**src/rtl/onehot_index_encoder.sv**
```systemverilog
// One-hot to binary key encoder: two-stage valid/ready pipeline with malformed-vector flags.
// Optional saturating malformed-output counter enabled by ONEHOT_INDEX_ERRCNT_EN.
module onehot_index_encoder #(
    parameter int NR_KEY    = 4,
    parameter int KEY_WIDTH = $clog2(NR_KEY),
    parameter int DEF_INDEX = 0
) (
    input  logic                 clk,
    input  logic                 rst_n,
    input  logic                 in_valid,
    output logic                 in_ready,
    input  logic [NR_KEY-1:0]    in_onehot,
    output logic                 out_valid,
    input  logic                 out_ready,
    output logic [KEY_WIDTH-1:0] out_index,
    output logic                 out_err,
    output logic                 out_multi,
    output logic [15:0]          err_cnt
);

    if (NR_KEY < 2 || NR_KEY > 2**KEY_WIDTH) begin : g_bad_key
        $error("onehot_index_encoder: need 2 <= NR_KEY <= 2**KEY_WIDTH");
    end
    if (DEF_INDEX < 0 || DEF_INDEX >= NR_KEY) begin : g_bad_def
        $error("onehot_index_encoder: DEF_INDEX out of range");
    end

    logic                 a_valid;
    logic [NR_KEY-1:0]    a_vec;
    logic                 a_zero;
    logic                 a_multi;
    logic                 b_valid;
    logic [KEY_WIDTH-1:0] b_index;
    logic                 b_err;
    logic                 b_multi;
    logic                 b_free;
    logic                 a_adv;
    logic                 in_fire;
    logic                 in_zero;
    logic                 in_multi;
    logic [KEY_WIDTH-1:0] enc_index;

    assign b_free   = !b_valid || out_ready;
    assign a_adv    = a_valid && b_free;
    assign in_ready = !a_valid || b_free;
    assign in_fire  = in_valid && in_ready;

    // clearing the lowest set bit leaves something only if two or more were set
    assign in_zero  = ~|in_onehot;
    assign in_multi = |(in_onehot & (in_onehot - NR_KEY'(1)));

    always_comb begin
        enc_index = KEY_WIDTH'(DEF_INDEX);
        for (int i = NR_KEY - 1; i >= 0; i--) begin
            if (a_vec[i]) begin
                enc_index = KEY_WIDTH'(i);
            end
        end
    end

    always_ff @(posedge clk or negedge rst_n) begin
        if (!rst_n) begin
            a_valid <= 1'b0;
            a_vec   <= '0;
            a_zero  <= 1'b0;
            a_multi <= 1'b0;
        end else begin
            if (in_fire) begin
                a_valid <= 1'b1;
                a_vec   <= in_onehot;
                a_zero  <= in_zero;
                a_multi <= in_multi;
            end else if (a_adv) begin
                a_valid <= 1'b0;
            end
        end
    end

    always_ff @(posedge clk or negedge rst_n) begin
        if (!rst_n) begin
            b_valid <= 1'b0;
            b_index <= '0;
            b_err   <= 1'b0;
            b_multi <= 1'b0;
        end else begin
            if (a_adv) begin
                b_valid <= 1'b1;
                b_index <= enc_index;
                b_err   <= a_zero | a_multi;
                b_multi <= a_multi;
            end else if (out_ready) begin
                b_valid <= 1'b0;
            end
        end
    end

    assign out_valid = b_valid;
    assign out_index = b_index;
    assign out_err   = b_err;
    assign out_multi = b_multi;

`ifdef ONEHOT_INDEX_ERRCNT_EN
    logic [15:0] err_q;

    always_ff @(posedge clk or negedge rst_n) begin
        if (!rst_n) begin
            err_q <= '0;
        end else if (b_valid && out_ready && b_err && err_q != 16'hFFFF) begin
            err_q <= err_q + 16'd1;
        end
    end

    assign err_cnt = err_q;
`else
    assign err_cnt = 16'h0;
`endif

endmodule

```
**config.mk**
```make
export PLATFORM = sky130hd
export DESIGN_NAME = onehot_index_encoder
export DESIGN_NICKNAME = d
export VERILOG_FILES = /design/src/rtl/onehot_index_encoder.sv
export SDC_FILE = /design/constraint.sdc
export NUM_CORES = 1
export LEC_CHECK = 0
export CORE_MARGIN = 8
export CORE_UTILIZATION = 43
export DETAILED_ROUTE_END_ITERATION = 8
export DONT_BUFFER_PORTS = 1
export PLACE_DENSITY = 0.69
export SLEW_MARGIN = 15
export SYNTH_ARGS = -nofsm -noshare
export SYNTH_HDL_FRONTEND = slang
export SYNTH_SLANG_ARGS = --single-unit
export TNS_END_PERCENT = 20
```
**constraint.sdc**
```tcl
create_clock -name clk -period 1.5 [get_ports clk]
set_clock_uncertainty 0.05 [all_clocks]
set_input_delay 0.225 -clock clk [delete_from_list [all_inputs] [get_ports clk]]
set_output_delay 0.225 -clock clk [all_outputs]
set_load 0.01 [all_outputs]
```
==> flow_summary.json <==
{
  "status": "finished clean",
  "layout_setup_ws_ns": 0.211,
  "rrSetupSlack_ns": 0.21,
  "cts.clk_slew.worst_paths_ns": 0.08,
  "placed_cell_area_um2": 599,
  "fin_area_um2": 656,
  "synth_area_leader_cell": "dfrtp_1",
  "n_fill_cell": 159,
  "dpl.hpwl_um": 919,
  "cts-resized-gates": 0,
  "min_path_cells": 1,
  "coreArea_um2": 1450,
  "hold_class": "input port to flop",
  "irDropWorstVdd_mv": 0.611,
  "netlist_instances": 55,
  "vias": 368,
  "drtIter0Drc": 10,
  "clock_sinks": 12,
  "power.density_nw_per_um2": 1220,
  "track_usage": 0.0832,
  "worstPathRequired_ns": 1.60,
  "wirelength_um": 1180,
  "rsz0062_at_grt": "false",
  "grt_overflow": 0,
  "syn_to_final_growth_pct": 1.95,
  "crit_arrival_ns": 1.39,
  "viasPerCell": 4.84,
  "worstHoldStart": "in_onehot[0]",
  "finalCritPeriodShare": 0.859,
  "r2r_cells": 3,
  "yosysWarnings": 0,
  "startpoint_type": "flop",
  "p_clk_frac": 0.315,
  "cts_tree": "built",
  "synth-seq-area-share": 0.467,
  "hold_viol": 0,
  "synth_top_cell_area_share": 0.467,
  "total_power_mw": 0.798,
  "final_cell_mix": "conb_1 (16), dfrtp_1 (12), mux2_2 (5)",
  "dp_slack_ns": 0.208,
  "worstMarginPinSlew_ns": 0.527,
  "maxSlewViolCount": 0,
  "dieArea_um2": 2990,
  "grt_max_degree": 13,
  "endpoint_kind": "flop",
  "die_x_um": 54.7,
  "setup_violations": 0,
  "ant_nets": 0,
  "synth.cell_area_um2": 643,
  "leakagePower_nw": 0.303,
  "ys_top_cells_by_area": "dfrtp_1 (47%), buf_4 (19%), mux2_2 (8.8%)",
  "max_freq_mhz": 776,
  "combPwrFrac": 0.144,
  "drc_errors": 0,
  "worst_r2r_endpoint": "a_vec[2]",
  "final_common_cell": "conb_1",
  "hold-path-endpoint": "a_vec[0]",
  "n_antenna_cell": 0,
  "relSlewSlack": 0.647,
  "antenna_found_initial": 0,
  "clock_latency_ns": 0.27,
  "gp_congestion": 0.733,
  "internal_power_mw": 0.578,
  "crit_type": "flop to flop",
  "drive_gt1_frac": 0.200,
  "power_frac_seq": 0.541,
  "portBuffers": 0,
  "cp_max_fo": 6,
  "row_count": 14,
  "synth_cell_types": 19,
  "io-pin-count": 30,
  "die_y_um": 54.7,
  "p_sw_frac": 0.276,
  "p_sw_mw": 0.220,
  "fin_nets": 69,
  "first_pass_iters": 3,
  "fin_crit_ns": 1.29,
  "cts-root-buf": "clkbuf_4",
  "wl_per_cell_um": 15.5,
  "cts.path.max_buffers": 2,
  "syn_area_per_cell_um2": 11.7,
  "grt_pass1_vias": 379,
  "numCtsBuffers": 3,
  "h-tree-depth": 1,
  "final.setup.tns_ns": 0,
  "grt_pass1_wl_um": 1780,
  "start_util": 0.442,
  "ys_ff_latch": 12,
  "drv_cap": 0,
  "worstReg2RegStart": "out_valid",
  "hold_ws_ns": 0.0422
}
power groups by stage:
stage | logic [mW] | clock network (mW) | registers, mW
4_1_cts | 0.115 | 0.260 | 0.433
3_3_place_gp | 0.102 | 0 | 0.438
2_1_floorplan | 0.125 | 0 | 0.424
6_report | 0.115 | 0.252 | 0.431
5_1_grt | 0.130 | 0.278 | 0.441
3_5_place_dp | 0.104 | 0 | 0.440
Yosys cell counts (all sizes together):
master,number
nor2b,1
nor2,2
mux2,7
nand2,2
nand3b,1
buf,16
a21oi,1
o211ai,2
a31oi,1
nand2b,3
dfrtp,12
nor4,1
o2bb2ai,2
conb,1
nor3,2
maj3,1
metrics by stage:
stage	std cells	util
CTS	76	0.451
floorplan	70	-
detailed placement	70	0.412
global placement	70	0.412
global route	76	0.451
finish	76	0.451
worst max path at each step:
stage	start	endpoint	slack (ns)
4_1_cts	out_valid	a_vec[1]	0.19
6_report	out_valid	a_vec[2]	0.21
3_3_place_gp	out_valid	a_vec[2]	0.24
2_1_floorplan	out_valid	a_vec[2]	0.31
3_5_place_dp	out_valid	a_vec[1]	0.21
5_1_grt	out_valid	a_zero	0.13
area by class of cell:
type / instances / area [um^2] / share of cell area
sequential: 12 / 300 / 0.458
multi-input combinational: 42 / 279 / 0.426
clock buffer: 4 / 36.3 / 0.0553
timing repair buffer: 2 / 20.0 / 0.0305
tap: 16 / 20.0 / 0.0305
cell families after synthesis:
family | synth area share
buf+inv | 0.187
mux | 0.123
other cells | 0.00583
fa+ha+maj | 0.0156
simple gates | 0.134
flops | 0.467
compound gates | 0.0681
sequential cells by signal, indices dropped and copies added, names as in the netlist:
signal / cells
a_vec: 4
a_multi: 1
out_index: 2
out_valid: 1
out_err: 1
a_valid: 1
out_multi: 1
a_zero: 1
worst max-delay path: stages (launching register included):
cell	delay, ns
dfrtp_1	0.48
nand3b_4	0.17
nand2_4	0.14
mux2_2	0.34
timing repair:
item	4_1_cts	5_1_grt
hold endpoints to repair	13	0
buffers inserted	0	0
hold buffers	2	0
layer usage:
metal | global-route usage | wire, um | up-vias | part of all wire
met1 | 0.0824 | 397 | 176 | 0.34
met5 | 0 | 0 | - | 0
li1 | - | - | 167 | -
met4 | 0.0123 | 0 | 0 | 0
met2 | 0.134 | 530 | 25 | 0.45
met3 | 0.0707 | 251 | 0 | 0.21
(Power assumes the default switching activity.)
